$ cat config.mk
export PLATFORM = sky130hd
export DESIGN_NAME = simon_axil_regs_flat
export DESIGN_NICKNAME = d
export VERILOG_FILES = /design/src/rtl/simon_axil_regs_if.sv /design/src/rtl/simon_axil_regs.sv /design/src/flat_wrapper.sv
export SDC_FILE = /design/constraint.sdc
export NUM_CORES = 1
export LEC_CHECK = 0
export CORE_ASPECT_RATIO = 1.4
export CORE_MARGIN = 4
export CORE_UTILIZATION = 54
export CTS_CLUSTER_SIZE = 10
export DETAILED_ROUTE_END_ITERATION = 16
export HOLD_SLACK_MARGIN = 0.02
export PLACE_DENSITY = 0.86
export SLEW_MARGIN = 10
export SYNTH_ARGS = -nofsm -noshare
export SYNTH_HDL_FRONTEND = slang
export SYNTH_SLANG_ARGS = --single-unit
$ cat constraint.sdc
create_clock -name clk -period 17.7 [get_ports clk]
set_clock_uncertainty 0.15 [all_clocks]
set_input_delay 3.54 -clock clk [delete_from_list [all_inputs] [get_ports clk]]
set_output_delay 3.54 -clock clk [all_outputs]
set_load 0.005 [all_outputs]
$ cat src/rtl/simon_axil_regs_if.sv
// AXI4-Lite config bus carried between the Simon simulation top and its register slave.
interface simon_axil_regs_if #(
  parameter int unsigned ADDR_WIDTH = 8
);
  logic [ADDR_WIDTH-1:0] araddr;
  logic [3:0]            arcache;
  logic [2:0]            arprot;
  logic                  arvalid;
  logic                  arready;
  logic [31:0]           rdata;
  logic [1:0]            rresp;
  logic                  rvalid;
  logic                  rready;
  logic [ADDR_WIDTH-1:0] awaddr;
  logic [3:0]            awcache;
  logic [2:0]            awprot;
  logic                  awvalid;
  logic                  awready;
  logic [31:0]           wdata;
  logic [3:0]            wstrb;
  logic                  wvalid;
  logic                  wready;
  logic [1:0]            bresp;
  logic                  bvalid;
  logic                  bready;

  modport slave (
    input  araddr, arcache, arprot, arvalid, rready,
    input  awaddr, awcache, awprot, awvalid, wdata, wstrb, wvalid, bready,
    output arready, rdata, rresp, rvalid,
    output awready, wready, bresp, bvalid
  );

  modport master (
    output araddr, arcache, arprot, arvalid, rready,
    output awaddr, awcache, awprot, awvalid, wdata, wstrb, wvalid, bready,
    input  arready, rdata, rresp, rvalid,
    input  awready, wready, bresp, bvalid
  );
endinterface

$ cat src/rtl/simon_axil_regs.sv
// AXI4-Lite register slave for a Simon 64/128 core: key, data and control registers,
// core launch, result capture and sticky completion status.
module simon_axil_regs #(
  parameter int unsigned ADDR_WIDTH  = 8,
  parameter int unsigned BLOCK_WIDTH = 64,
  parameter int unsigned KEY_WIDTH   = 128
) (
  input  logic                   clk,
  input  logic                   rst,
  simon_axil_regs_if.slave       axi_config,
  output logic                   core_start,
  output logic                   core_decrypt,
  output logic [KEY_WIDTH-1:0]   core_key,
  output logic [BLOCK_WIDTH-1:0] core_din,
  input  logic                   core_busy,
  input  logic                   core_done,
  input  logic [BLOCK_WIDTH-1:0] core_dout
);
  localparam logic [1:0] RespOkay   = 2'b00;
  localparam logic [1:0] RespSlverr = 2'b10;

  // Write channel holding registers
  logic                  aw_held_q, aw_held_d;
  logic                  w_held_q, w_held_d;
  logic [ADDR_WIDTH-1:0] awaddr_q;
  logic [31:0]           wdata_q;
  logic [3:0]            wstrb_q;
  logic                  awready_q, wready_q;
  logic                  bvalid_q, bvalid_d;
  logic [1:0]            bresp_q;

  // Read channel
  logic                  arready_q;
  logic                  rvalid_q, rvalid_d;
  logic [31:0]           rdata_q;
  logic [1:0]            rresp_q;

  // Register file; the map is fixed at four key words and two data words
  logic                  decrypt_q;
  logic                  done_q;
  logic                  start_q;
  logic [3:0][31:0]      key_q;
  logic [1:0][31:0]      din_q;
  logic [1:0][31:0]      dout_q;

  logic                  aw_fire, w_fire, wr_fire, ar_fire;
  logic                  wr_err, rd_err;
  logic [3:0]            wr_idx, rd_idx;
  logic [31:0]           rd_data;

  assign aw_fire = axi_config.awvalid & awready_q;
  assign w_fire  = axi_config.wvalid & wready_q;
  assign ar_fire = axi_config.arvalid & arready_q;
  assign wr_fire = aw_held_q & w_held_q;
  assign wr_idx  = awaddr_q[5:2];
  assign rd_idx  = axi_config.araddr[5:2];

  always_comb begin
    aw_held_d = (aw_held_q | aw_fire) & ~wr_fire;
    w_held_d  = (w_held_q | w_fire) & ~wr_fire;
    bvalid_d  = wr_fire | (bvalid_q & ~axi_config.bready);
    rvalid_d  = ar_fire | (rvalid_q & ~axi_config.rready);
  end

  // Writable registers are locked while the core runs; STATUS only accepts DONE clears
  always_comb begin
    wr_err = 1'b0;
    unique case (wr_idx)
      4'd0, 4'd4, 4'd5, 4'd6, 4'd7, 4'd8, 4'd9: wr_err = core_busy;
      4'd1:                                     wr_err = wstrb_q[0] & wdata_q[0];
      default:                                  wr_err = 1'b1;
    endcase
  end

  always_comb begin
    rd_data = '0;
    rd_err  = 1'b0;
    unique case (rd_idx)
      4'd0:                      rd_data = {30'd0, decrypt_q, 1'b0};
      4'd1:                      rd_data = {30'd0, done_q, core_busy};
      4'd4, 4'd5, 4'd6, 4'd7:    rd_data = key_q[rd_idx[1:0]];
      4'd8, 4'd9:                rd_data = din_q[rd_idx[0]];
      4'd10, 4'd11:              rd_data = dout_q[rd_idx[0]];
      default:                   rd_err  = 1'b1;
    endcase
  end

  always_ff @(posedge clk or posedge rst) begin
    if (rst) begin
      aw_held_q <= 1'b0;
      w_held_q  <= 1'b0;
      awaddr_q  <= '0;
      wdata_q   <= '0;
      wstrb_q   <= '0;
      awready_q <= 1'b0;
      wready_q  <= 1'b0;
      bvalid_q  <= 1'b0;
      bresp_q   <= RespOkay;
      arready_q <= 1'b0;
      rvalid_q  <= 1'b0;
      rdata_q   <= '0;
      rresp_q   <= RespOkay;
      decrypt_q <= 1'b0;
      done_q    <= 1'b0;
      start_q   <= 1'b0;
      key_q     <= '0;
      din_q     <= '0;
      dout_q    <= '0;
    end else begin
      aw_held_q <= aw_held_d;
      w_held_q  <= w_held_d;
      bvalid_q  <= bvalid_d;
      rvalid_q  <= rvalid_d;
      awready_q <= ~aw_held_d & ~bvalid_d;
      wready_q  <= ~w_held_d & ~bvalid_d;
      arready_q <= ~rvalid_d;
      start_q   <= 1'b0;

      if (aw_fire) awaddr_q <= axi_config.awaddr;
      if (w_fire) begin
        wdata_q <= axi_config.wdata;
        wstrb_q <= axi_config.wstrb;
      end

      if (wr_fire) begin
        bresp_q <= wr_err ? RespSlverr : RespOkay;
        if (!wr_err) begin
          unique case (wr_idx)
            4'd0: begin
              if (wstrb_q[0]) begin
                decrypt_q <= wdata_q[1];
                if (wdata_q[0]) begin
                  start_q <= 1'b1;
                  done_q  <= 1'b0;
                end
              end
            end
            4'd1: begin
              if (wstrb_q[0] && wdata_q[1]) done_q <= 1'b0;
            end
            4'd4, 4'd5, 4'd6, 4'd7: begin
              for (int i = 0; i < 4; i++) begin
                if (wstrb_q[i]) key_q[wr_idx[1:0]][8*i +: 8] <= wdata_q[8*i +: 8];
              end
            end
            4'd8, 4'd9: begin
              for (int i = 0; i < 4; i++) begin
                if (wstrb_q[i]) din_q[wr_idx[0]][8*i +: 8] <= wdata_q[8*i +: 8];
              end
            end
            default: ;
          endcase
        end
      end

      if (ar_fire) begin
        rdata_q <= rd_data;
        rresp_q <= rd_err ? RespSlverr : RespOkay;
      end

      // Placed last so a completion beats a same-cycle W1C or START clear
      if (core_done) begin
        dout_q <= core_dout;
        done_q <= 1'b1;
      end
    end
  end

  assign axi_config.awready = awready_q;
  assign axi_config.wready  = wready_q;
  assign axi_config.bvalid  = bvalid_q;
  assign axi_config.bresp   = bresp_q;
  assign axi_config.arready = arready_q;
  assign axi_config.rvalid  = rvalid_q;
  assign axi_config.rdata   = rdata_q;
  assign axi_config.rresp   = rresp_q;

  assign core_start   = start_q;
  assign core_decrypt = decrypt_q;
  assign core_key     = key_q;
  assign core_din     = din_q;

  logic unused_ok;
  assign unused_ok = ^{axi_config.arcache, axi_config.arprot, axi_config.awcache,
                       axi_config.awprot, axi_config.araddr[ADDR_WIDTH-1:6],
                       axi_config.araddr[1:0], awaddr_q[ADDR_WIDTH-1:6], awaddr_q[1:0]};
endmodule
$ cat src/flat_wrapper.sv
// flat-port wrapper written by rule: the top's interface ports become plain ports
module simon_axil_regs_flat 
#(
  parameter int unsigned ADDR_WIDTH  = 8,
  parameter int unsigned BLOCK_WIDTH = 64,
  parameter int unsigned KEY_WIDTH   = 128
)
  (clk, rst, core_start, core_decrypt, core_key, core_din, core_busy, core_done, core_dout, axi_config_araddr, axi_config_arcache, axi_config_arprot, axi_config_arvalid, axi_config_rready, axi_config_awaddr, axi_config_awcache, axi_config_awprot, axi_config_awvalid, axi_config_wdata, axi_config_wstrb, axi_config_wvalid, axi_config_bready, axi_config_arready, axi_config_rdata, axi_config_rresp, axi_config_rvalid, axi_config_awready, axi_config_wready, axi_config_bresp, axi_config_bvalid);
  simon_axil_regs_if #(.ADDR_WIDTH(ADDR_WIDTH)) axi_config_i ();
  input  logic clk;
  input  logic rst;
  output logic core_start;
  output logic core_decrypt;
  output logic [KEY_WIDTH-1:0] core_key;
  output logic [BLOCK_WIDTH-1:0] core_din;
  input  logic core_busy;
  input  logic core_done;
  input  logic [BLOCK_WIDTH-1:0] core_dout;
  input wire logic [$bits(axi_config_i.araddr)-1:0] axi_config_araddr;
  input wire logic [$bits(axi_config_i.arcache)-1:0] axi_config_arcache;
  input wire logic [$bits(axi_config_i.arprot)-1:0] axi_config_arprot;
  input wire logic [$bits(axi_config_i.arvalid)-1:0] axi_config_arvalid;
  input wire logic [$bits(axi_config_i.rready)-1:0] axi_config_rready;
  input wire logic [$bits(axi_config_i.awaddr)-1:0] axi_config_awaddr;
  input wire logic [$bits(axi_config_i.awcache)-1:0] axi_config_awcache;
  input wire logic [$bits(axi_config_i.awprot)-1:0] axi_config_awprot;
  input wire logic [$bits(axi_config_i.awvalid)-1:0] axi_config_awvalid;
  input wire logic [$bits(axi_config_i.wdata)-1:0] axi_config_wdata;
  input wire logic [$bits(axi_config_i.wstrb)-1:0] axi_config_wstrb;
  input wire logic [$bits(axi_config_i.wvalid)-1:0] axi_config_wvalid;
  input wire logic [$bits(axi_config_i.bready)-1:0] axi_config_bready;
  output wire logic [$bits(axi_config_i.arready)-1:0] axi_config_arready;
  output wire logic [$bits(axi_config_i.rdata)-1:0] axi_config_rdata;
  output wire logic [$bits(axi_config_i.rresp)-1:0] axi_config_rresp;
  output wire logic [$bits(axi_config_i.rvalid)-1:0] axi_config_rvalid;
  output wire logic [$bits(axi_config_i.awready)-1:0] axi_config_awready;
  output wire logic [$bits(axi_config_i.wready)-1:0] axi_config_wready;
  output wire logic [$bits(axi_config_i.bresp)-1:0] axi_config_bresp;
  output wire logic [$bits(axi_config_i.bvalid)-1:0] axi_config_bvalid;
  assign axi_config_i.araddr = axi_config_araddr;
  assign axi_config_i.arcache = axi_config_arcache;
  assign axi_config_i.arprot = axi_config_arprot;
  assign axi_config_i.arvalid = axi_config_arvalid;
  assign axi_config_i.rready = axi_config_rready;
  assign axi_config_i.awaddr = axi_config_awaddr;
  assign axi_config_i.awcache = axi_config_awcache;
  assign axi_config_i.awprot = axi_config_awprot;
  assign axi_config_i.awvalid = axi_config_awvalid;
  assign axi_config_i.wdata = axi_config_wdata;
  assign axi_config_i.wstrb = axi_config_wstrb;
  assign axi_config_i.wvalid = axi_config_wvalid;
  assign axi_config_i.bready = axi_config_bready;
  assign axi_config_arready = axi_config_i.arready;
  assign axi_config_rdata = axi_config_i.rdata;
  assign axi_config_rresp = axi_config_i.rresp;
  assign axi_config_rvalid = axi_config_i.rvalid;
  assign axi_config_awready = axi_config_i.awready;
  assign axi_config_wready = axi_config_i.wready;
  assign axi_config_bresp = axi_config_i.bresp;
  assign axi_config_bvalid = axi_config_i.bvalid;
  simon_axil_regs #(.ADDR_WIDTH(ADDR_WIDTH), .BLOCK_WIDTH(BLOCK_WIDTH), .KEY_WIDTH(KEY_WIDTH)) u_core (.clk(clk), .rst(rst), .axi_config(axi_config_i), .core_start(core_start), .core_decrypt(core_decrypt), .core_key(core_key), .core_din(core_din), .core_busy(core_busy), .core_done(core_done), .core_dout(core_dout));
endmodule
==> qor.csv <==
stage;metric;value;unit
run_status;outcome;finished clean;
global_routing;grt_pass1_vias;11300;
route;vias;10500;
global_routing;grt_overflow;0;
cts;cts_buffer_depth;3;
layout;fill_cells;1862;
placed_design;portBuffers;349;
layout;multiInputGateArea;6360;µm²
critical_path;crit_type;input pin to register;
synth;synth_edf_count;0;
critical_path;arrival;6.16;ns
sta;fin_tns_setup;0;ns
sta;timing.fmax;170;MHz
critical_path;worstPathCellList;clkdlybuf4s50_1, nand3b_1, buf_4, o22ai_1, nor2_1, o21ai_0;
layout;postLayoutCoreUtil;72.3;%
synth;async_reset_ff_share;100;%
global_routing;grt_pass1_wl;67.1;mm
critical_path;rrSetupSlack;15.38;ns
placed_design;dpl.hpwl;29.1;mm
layout;seqCellArea;8510;µm²
synth;synthTopCellsByArea;dfrtp_1, mux2_2, mux2i_1;
route;drc;0;
synth;synth_top_area_share;56.1;%
placed_design;place_area;18900;µm²
sta;slew_headroom;16.2;%
sta;worst_pin_slew;1.26;ns
synth;syn_avg_cell_area;14.2;µm²
placed_design;dp_cells;1739;
global_routing;grt_max_degree;196;
cts;clk_pin_slew;0.06;ns
route;drtIter0Drc;485;
sta;period_needed;5.87;ns
route;ant_nets;0;
global_routing;grt_usage;28.6;%
floorplan;start_util;54.9;%
route;wire_per_inst;24.8;µm
cts;postCtsSetupBuffers;0;
sta;final-max-slew-violation-count;0;
critical_path;worst_setup_path_end_kind;register;
critical_path;worstPathMaxFanout;16;
layout;fin_nets;1550;
cts;clock-sinks;340;
cts;cts_hold_buf;0;
synth;yosys.area.top_type;dfrtp_1;
synth;synth_cells;1070;
sta;hold_viol_final;0;
synth;ys_seq_elements;340;
cts;cts_tree;yes;
sta;fin_crit_sh;33.2;%
cts;root_buffer;clkbuf_16;
placed_design;routabilityCongestion;0.838;
critical_path;worst_path_max_delay_cell;nand3b_1;
sta;finalSetupViolations;0;
floorplan;core_area;27700;µm²
power;ir_drop;0.0887;mV
layout;final_cells;1792;
critical_path;critPathLaunchType;input pin;
flow_run;maxCapViolations;0;
floorplan;die_x;150;µm
route;viasPerCell;5.84;
floorplan;die_height;206;µm
synth;netlist_area;15200;µm²
floorplan;die_area;30900;µm²
cts;cts.htree.levels;2;
synth;synth_warnings;0;
route;first_pass_iters;5;
global_routing;antenna_found_initial;7;
floorplan;core.rowCount;72;
critical_path;worst_ep_required_time;17.99;ns
sta;rsz0062_at_grt;false;
worst_hold_path;hp-class;register to register;
cts;insertion_delay;0.53;ns
cts;cts_buffers;40;
synth;synth.distinct_cells;49;
floorplan;io_pins;374;
layout;drive_above_1_share;27.6;%
layout;stdcell_area;20000;µm²
synth;synth-seq-area-share;56.1;%
critical_path;cp_slowest_stage_delay;0.97;ns
route;routed_wl;44.5;mm
layout;syn2layout_area_growth;31.8;%
cts;cts-resized-gates;0;
power;p_per_area;144;nW/µm²
power;p_leak;9.03;nW
synth;ys.flop_type;dfrtp_1;
[Yosys cell counts (3+ instances only)]
| cell type | n |
|---|---|
| nand3b_1 | 3 |
| buf_2 | 22 |
| a211oi_1 | 3 |
| nor2_1 | 38 |
| nand2b_1 | 4 |
| nand2_2 | 6 |
| nand2_1 | 40 |
| nor2_2 | 6 |
| dfrtp_1 | 340 |
| inv_1 | 5 |
| o21ai_1 | 22 |
| clkbuf_1 | 28 |
| buf_4 | 5 |
| o21ai_0 | 12 |
| nand3_4 | 4 |
| nand2_8 | 8 |
| mux2_2 | 239 |
| mux2i_1 | 127 |
| o22ai_1 | 62 |
| mux2_4 | 57 |
[area by class of cell]
type | instances | share of cell area, %
Inverter | 5 | 0.131
Multi-Input combinational cell | 666 | 31.8
Antenna cell | 7 | 0.0876
Clock inverter | 3 | 0.131
Sequential cell | 340 | 42.5
Timing Repair Buffer | 358 | 17.8
Clock buffer | 43 | 5.17
Tap cell | 370 | 2.31
[cell usage in the layout (no fill, tap or decap), types with 2 or more instances in the layout]
master,count
mux2i_1,127
inv_1,4
nand3b_1,3
inv_6,3
nor2_2,6
clkbuf_1,2
o22ai_1,62
o31ai_1,2
nor2b_1,2
nor2_1,38
nand2b_1,4
dfrtp_1,340
clkdlybuf4s50_1,346
diode_2,7
nand2_1,38
nand3_4,4
and3_2,2
or3b_2,3
nand2_2,8
a21oi_1,2
o21ai_1,22
nor3b_1,2
nand2_8,8
conb_1,2
mux2_4,57
and4_4,2
nand3_1,2
clkbuf_16,41
mux2_2,239
nor3_4,2
a211oi_1,3
o21ai_0,11
buf_4,11
[sequential cells by signal, indices dropped and copies added (netlist names)]
name,count
u_core.core_din,64
u_core.axi_config.bvalid,1
u_core.core_key,128
u_core.axi_config.bresp,1
u_core.core_decrypt,1
u_core.dout_q,64
u_core.awaddr_q,4
u_core.axi_config.arready,1
u_core.wstrb_q,4
u_core.core_start,1
u_core.axi_config.awready,1
u_core.aw_held_q,1
u_core.axi_config.rvalid,1
u_core.axi_config.rresp,1
u_core.axi_config.rdata,32
u_core.w_held_q,1
u_core.axi_config.wready,1
u_core.wdata_q,32
u_core.done_q,1
[worst paths after layout]
check	from	end	depth (start not counted)
min in group asynchronous	rst	u_core.wdata_q[2]$_DFFE_PP0P_	2
worst max-delay path	axi_config_araddr[5]	u_core.axi_config.rdata[16]$_DFFE_PP0P_	6
worst max register to register	u_core.aw_held_q$_DFF_PP0_	u_core.core_key[58]$_DFFE_PP0P_	4
worst min register to register	u_core.axi_config.rdata[21]$_DFFE_PP0P_	u_core.axi_config.rdata[21]$_DFFE_PP0P_	2
worst min-delay path	u_core.axi_config.rdata[21]$_DFFE_PP0P_	u_core.axi_config.rdata[21]$_DFFE_PP0P_	2
max in group asynchronous	rst	u_core.core_din[31]$_DFFE_PP0P_	3
[routing by layer]
layer  GRT usage [%]  part of all wire, %
met1            33.4                   37
met2            50.0                   52
met3            6.98                  6.7
met4            12.8                  4.3
met5               0                    0
[power breakdown]
part           switching (W)  internal, W
Clock               0.000299     0.000410
Sequential          0.000266      0.00102
Combinational       0.000304     0.000579
[kinds of logic after synthesis]
group           synth area share (%)
flops                           56.1
other cells                   0.0247
compound gates                  4.32
simple gates                    5.44
mux                             32.0
buf+inv                         2.16
[through the flow]
step | power (W) | setup slack [ns] | hold WS (ns)
detailed placement | 0.00217 | 11.34 | 0.319
CTS | 0.00289 | 11.88 | 0.331
global placement | 0.00213 | 11.44 | 0.313
global route | 0.00301 | 11.76 | 0.354
finish | 0.00288 | 11.83 | 0.325
floorplan | 0.00163 | 4.59 | 0.300
[worst max-delay path: cells and delay by family]
family | cells | cell delay (ns)
buf+inv | 2 | 1.17
simple gates | 2 | 1.04
compound gates | 2 | 0.39
Power figures use the tool's default switching activity.
